### src/rtl/fifo_pkg.sv
// Shared pointer helpers for the async FIFO read- and write-side control blocks.
// Gray converters operate on 32-bit values; callers size-cast to their pointer width.
package fifo_pkg;

    localparam int GRAY_MAX_W = 32;

    function automatic int PTR_W(input int depth);
        return $clog2(depth) + 1;
    endfunction

    function automatic logic [GRAY_MAX_W-1:0] bin2gray(input logic [GRAY_MAX_W-1:0] bin);
        return bin ^ (bin >> 1);
    endfunction

    // Zero-extended Gray input yields zero-extended binary, so narrow callers stay exact.
    function automatic logic [GRAY_MAX_W-1:0] gray2bin(input logic [GRAY_MAX_W-1:0] gray);
        logic [GRAY_MAX_W-1:0] bin;
        bin = gray;
        for (int i = GRAY_MAX_W - 2; i >= 0; i--) begin
            bin[i] = bin[i+1] ^ gray[i];
        end
        return bin;
    endfunction

endpackage

### src/rtl/fifo_sync_write_to_read.sv
// Two-flop synchronizer carrying the Gray write pointer into the read clock domain.
module fifo_sync_write_to_read #(
    parameter int W = 5
) (
    input  logic         read_clock,
    input  logic         read_reset_n,
    input  logic [W-1:0] i_async,
    output logic [W-1:0] o_sync
);

    logic [W-1:0] r_meta;
    logic [W-1:0] r_sync;

    always_ff @(posedge read_clock or negedge read_reset_n) begin
        if (!read_reset_n) begin
            r_meta <= '0;
            r_sync <= '0;
        end else begin
            r_meta <= i_async;
            r_sync <= r_meta;
        end
    end

    assign o_sync = r_sync;

endmodule

### src/rtl/fifo_read_control.sv
// Read-side pointer, empty and underflow logic of the async FIFO (read clock domain only).
// Optional registered occupancy output is built when FIFO_READ_LEVEL_EN is defined.
module fifo_read_control
    import fifo_pkg::*;
#(
    parameter int DEPTH = 16,
    localparam int AW   = $clog2(DEPTH),
    localparam int PW   = PTR_W(DEPTH)
) (
    input  logic          read_clock,
    input  logic          read_reset_n,
    input  logic          read_enable,
    input  logic [AW:0]   write_pointer,
    output logic [AW-1:0] read_address,
    output logic [AW:0]   read_pointer,
    output logic          empty,
    output logic          underflow,
    output logic [AW:0]   read_level
);

    if (DEPTH < 2 || (DEPTH & (DEPTH - 1)) != 0) begin : g_bad_depth
        $error("fifo_read_control: DEPTH must be a power of two >= 2");
    end

    logic [PW-1:0] r_bin;
    logic [PW-1:0] r_gray;
    logic          r_empty;
    logic          r_underflow;

    logic [PW-1:0] w_wptr_s;
    logic          w_pop;
    logic [PW-1:0] w_bin_next;
    logic [PW-1:0] w_gray_next;

    fifo_sync_write_to_read #(
        .W (PW)
    ) u_sync_wptr (
        .read_clock   (read_clock),
        .read_reset_n (read_reset_n),
        .i_async      (write_pointer),
        .o_sync       (w_wptr_s)
    );

    assign w_pop       = read_enable & ~r_empty;
    assign w_bin_next  = r_bin + {{(PW-1){1'b0}}, w_pop};
    assign w_gray_next = PW'(bin2gray(32'(w_bin_next)));

    // Empty compares the post-pop pointer so the last pop closes the FIFO on the same edge.
    always_ff @(posedge read_clock or negedge read_reset_n) begin
        if (!read_reset_n) begin
            r_bin       <= '0;
            r_gray      <= '0;
            r_empty     <= 1'b1;
            r_underflow <= 1'b0;
        end else begin
            r_bin       <= w_bin_next;
            r_gray      <= w_gray_next;
            r_empty     <= (w_gray_next == w_wptr_s);
            r_underflow <= read_enable & r_empty;
        end
    end

    assign read_address = r_bin[AW-1:0];
    assign read_pointer = r_gray;
    assign empty        = r_empty;
    assign underflow    = r_underflow;

`ifdef FIFO_READ_LEVEL_EN
    logic [PW-1:0] r_level;
    logic [PW-1:0] w_wptr_bin;

    assign w_wptr_bin = PW'(gray2bin(32'(w_wptr_s)));

    always_ff @(posedge read_clock or negedge read_reset_n) begin
        if (!read_reset_n) begin
            r_level <= '0;
        end else begin
            r_level <= w_wptr_bin - w_bin_next;
        end
    end

    assign read_level = r_level;
`else
    assign read_level = '0;
`endif

endmodule

### config.mk
export PLATFORM = sky130hd
export DESIGN_NAME = fifo_read_control
export DESIGN_NICKNAME = d
export VERILOG_FILES = /design/src/rtl/fifo_pkg.sv /design/src/rtl/fifo_sync_write_to_read.sv /design/src/rtl/fifo_read_control.sv
export SDC_FILE = /design/constraint.sdc
export NUM_CORES = 1
export LEC_CHECK = 0
export BUFFER_PORTS_ARGS = -buffer_cell sky130_fd_sc_hd__buf_2
export CAP_MARGIN = 10
export CORE_MARGIN = 2
export CORE_UTILIZATION = 52
export DETAILED_ROUTE_END_ITERATION = 10
export GPL_ROUTABILITY_DRIVEN = 0
export PLACE_DENSITY_LB_ADDON = 0.05
export SLEW_MARGIN = 20
export SYNTH_ARGS = -nofsm -noshare
export SYNTH_HDL_FRONTEND = slang
export SYNTH_SLANG_ARGS = --single-unit
### constraint.sdc
create_clock -name read_clock -period 3.2 [get_ports read_clock]
set_input_delay 0.48 -clock read_clock [delete_from_list [all_inputs] [get_ports read_clock]]
set_output_delay 0.48 -clock read_clock [all_outputs]
set_load 0.02 [all_outputs]
## Word level (Yosys, flattened, before mapping)

Cells that the tools add are included.

- Add/sub/neg operators: 1
- Equality and inequality tests: 1
- Bitwise gates (word level): 4

Operators with widths:

| kind | number |
|---|---|
| $add 5x1->5 | 1 |
| $eq 5x5->1 | 1 |
| $xor 5x4->5 | 1 |
| $and 1x1->1 | 2 |
| $not 1->1 | 1 |

- Flip-flop bits (word level): 22
- Bits of input ports: 8

## Logic depth before layout (Yosys ltp)

- Depth after elaboration: 5
- Depth in mapped cells: 7

## Hierarchy

A second synthesis with hierarchy kept.

- Cell total of the unflattened synthesis: 55
- Area total of the unflattened synthesis: 798.3 µm²

Modules (own cells, without submodules):

| module | instances | cells an instance | area each (µm²) | sequential area each (µm²) |
|---|---|---|---|---|
| fifo_read_control | 1 | 45 | 548.0 | 276.5 |
| fifo_sync_write_to_read | 1 | 10 | 250.2 | 250.2 |

## Worst setup path before layout

OpenSTA, ideal clock, no wires.

- Kind: register to register
- Start point: register r_empty, in the netlist empty
- End point: register r_empty, in the netlist empty
- Data arrival time: 2079 ps
- Setup slack: 1033 ps
- Cell stages (with the launch flop): 8
- Path buffers: 0
- Cells stage by stage: dfstp_2 -> nor2b_1 -> ha_1 -> ha_1 -> xor2_1 -> xor2_1 -> or3_1 -> a221oi_2

- Longest elaborated chain between the ends: 5

Ends and longest elaborated chain:

| element | RTL line | text |
|---|---|---|
| from (decl) | fifo_read_control.sv:27 | `logic r_empty;` |
| from (signal assigned) | fifo_read_control.sv:58 | `r_empty <= (w_gray_next == w_wptr_s);` |
| $not 1->1 | fifo_read_control.sv:44 | `assign w_pop = read_enable & ~r_empty;` |
| $and 1x1->1 | fifo_read_control.sv:44 |  |
| $add 5x1->5 | fifo_read_control.sv:45 | `assign w_bin_next = r_bin + {{(PW-1){1'b0}}, w_pop};` |
| via w_bin_next[2] | fifo_read_control.sv:32 | `logic [PW-1:0] w_bin_next;` |
| $xor 5x4->5 | fifo_pkg.sv:12 | `return bin ^ (bin >> 1);` |
| $eq 5x5->1 | fifo_read_control.sv:58 |  |

The timed path passes the listed nets, and every way through them passes these cells.

## Final worst setup path

Ends and elaborated chain as after synthesis.

==> run metrics <==
status=completed; num ports=24; vias in the first global route=409; Critical Path Fanout Max=4; internal power=approximately 0.58 mW; cell with the most instances after synthesis=dfrtp_1; reg2reg end=empty; area grow syn2layout=14.0%; Starting Density=0.545; Yosys reg bits=21; maximum number of pins on one net before global-route repair=22; Setup TNS=0 ps; VDD IR-drop max=approximately 0.46 mV; post-cts sizing count=0; Core Area=approximately 1500 um2; startpoint types=flip-flop; clock skew=2.13 ps; WL final=between 1000 and 1500 um; row count=14; Pwr Total=0.945 mW; Overflow after GRT=0; Final Cycle Share=0.716; worst path arrival time=2510 ps; CTS tree=built; DR WL/cell=11.7 um; YS warnings=0; Commonest cells post-synth=dfrtp_1, xor2_1, buf_4, xnor2_1; Hold Fails Final Rpt=0; clock sink count=21; die area=1890 um2; postcts setup bufs=0; critical path required time=3410 ps; clock latency on the worst-skew pair=290 ps; fin crit period=between 2000 and 2500 ps; register area share after synthesis=0.649; combinational share of power=0.468; fmax=between 0.4 and 0.5 GHz; # setup viols final=0; leakage power=0.464 nW; power density cells=1020 nW/um2; top cells by area, synth=dfrtp_1, xor2_1, xnor2_1; All-Layer GR Usage=0.128; post-synthesis cell type count=18; fillcell total=123; sequential share of power=0.405; r2r worst-path depth=7; Detailed Place HPWL=794 um; Port Buffers=18; initial antenna violation count=0; RR Startpoint=empty; CTS root buffer=clkbuf_4; cts hold-fix bufs=0; first-pass GRT wire length=1700 um; Synth area leader=dfrtp_1; switching fraction of total power=0.390; CP Launch Point=empty; Worst-path clk slew=100 ps; Vias/cell=between 4 and 5; R2R Setup Slk=approximately 900 ps; Hold Path Class=input pin to asynchronous set/reset pin; design area=926 um2; EDFF count, synth=0; CP Capture Type=flip-flop; Post-Syn Area per Cell=14.5 um2; net switching power=approximately 0.37 mW; Nets=88; Inserted Clock Buffers=3; die span in y=43.5 um; RSZ-0062 raised after global routing=false; DR pass1 iterations=3; area post-placement=900 um2; Die X=43.5 um; DR vias=448; Iter 0 DRT Violations=3; final antenna-violating net count=0; ys async rst share=1.00; DR DRC count=0; Max Root-Sink Buffers=2; H-tree levels=1; capture point of the worst path=empty; mapped cell area=812 um2; MaxCap Viol Count=0; clock network fraction of total power=0.126; Critical Setup Path Class=flip-flop to flip-flop; Slew Limit Fails=0; ratio of cells with drive above 1 in the final layout=0.312; Mapped Cells=56; antenna cells=0; Primary FF master, synth=dfrtp_1; area share of the largest cell type after synthesis=0.616
[cell usage in the layout, fill, tap and decap left out]
cell / n
xnor2_1: 5
inv_1: 3
xnor2_2: 1
nand3b_1: 1
conb_1: 5
nor2b_1: 1
xor2_1: 6
ha_1: 2
nand2_1: 2
or3_1: 1
buf_2: 18
dfstp_2: 1
clkbuf_1: 1
xnor3_1: 1
nand3_1: 3
and2_1: 1
dfrtp_1: 20
or3b_1: 1
a221oi_2: 1
clkbuf_4: 3
[worst min-delay path by stage]
stage | endpoint | cells past startpoint | slack (ps)
global route | underflow | 1 | 150
floorplan | r_bin[0] | 0 | 180
global placement | u_sync_wptr.o_sync[3] | 0 | 330
finish | r_bin[0] | 1 | 120
detailed placement | u_sync_wptr.o_sync[3] | 0 | 340
CTS | r_bin[4] | 1 | 120
[kinds of logic (layout without fill, tap and decap cells)]
logic type	Yosys count	after routing	share of synthesized area
DFF	21	21	0.649
xor gates and xnor gates	13	13	0.166
and+or+nand+nor	10	10	0.0709
buffers and inverters	8	25	0.0601
adders and majority gates	2	2	0.0308
other	1	5	0.00462
AOI/OAI and AO/OA	1	1	0.0185
[registers in the layout (all words and copies together) (netlist names)]
signal / count
empty: 1
read_pointer: 4
u_sync_wptr.o_sync: 5
underflow: 1
u_sync_wptr.r_meta: 5
r_bin: 5
[critical path, stage by stage (launching register included)]
cell and delay [ps]:
dfstp_2 550, nor2b_1 40, ha_1 210, ha_1 240, xor2_1 400, xor2_1 140, or3_1 390, a221oi_2 240
[final cells by class]
cell class / count / area [um2] / area share
Clock buffer: 4 / 26.3 / 0.0284
Inverter: 3 / 11.3 / 0.0122
Multi-Input combinational cell: 31 / 251 / 0.272
Sequential cell: 21 / 527 / 0.569
Tap cell: 16 / 20.0 / 0.0216
Timing Repair Buffer: 18 / 90.1 / 0.0973
[power groups by stage]
stage | clock, mW | sequential [mW] | combinational (mW)
floorplan | 0 | 0.471 | 0.256
global placement | 0 | 0.389 | 0.445
detailed placement | 0 | 0.389 | 0.446
CTS | 0.130 | 0.384 | 0.449
global route | 0.137 | 0.391 | 0.481
finish | 0.119 | 0.383 | 0.443
[layer usage]
| metal | vias up | wire [um] | share of wire | track usage |
|---|---|---|---|---|
| met1 | 219 | 450 | 0.41 | 0.150 |
| met2 | 17 | 556 | 0.51 | 0.209 |
| met5 | - | 0 | 0 | 0 |
| met4 | 0 | 12 | 0.011 | 0.0909 |
| li1 | 210 | - | - | - |
| met3 | 2 | 66 | 0.061 | 0.0250 |
[per-stage QoR]
step / setup WS, ps / hold slack, ps / std cells / util
floorplan: 1030 / 184 / 60 / -
global placement: 862 / 333 / 89 / 0.604
detailed placement: 803 / 337 / 89 / 0.604
CTS: 912 / 122 / 93 / 0.622
global route: 779 / 146 / 93 / 0.622
finish: 908 / 117 / 93 / 0.622
Note: power is estimated with default switching activity, not from simulation.
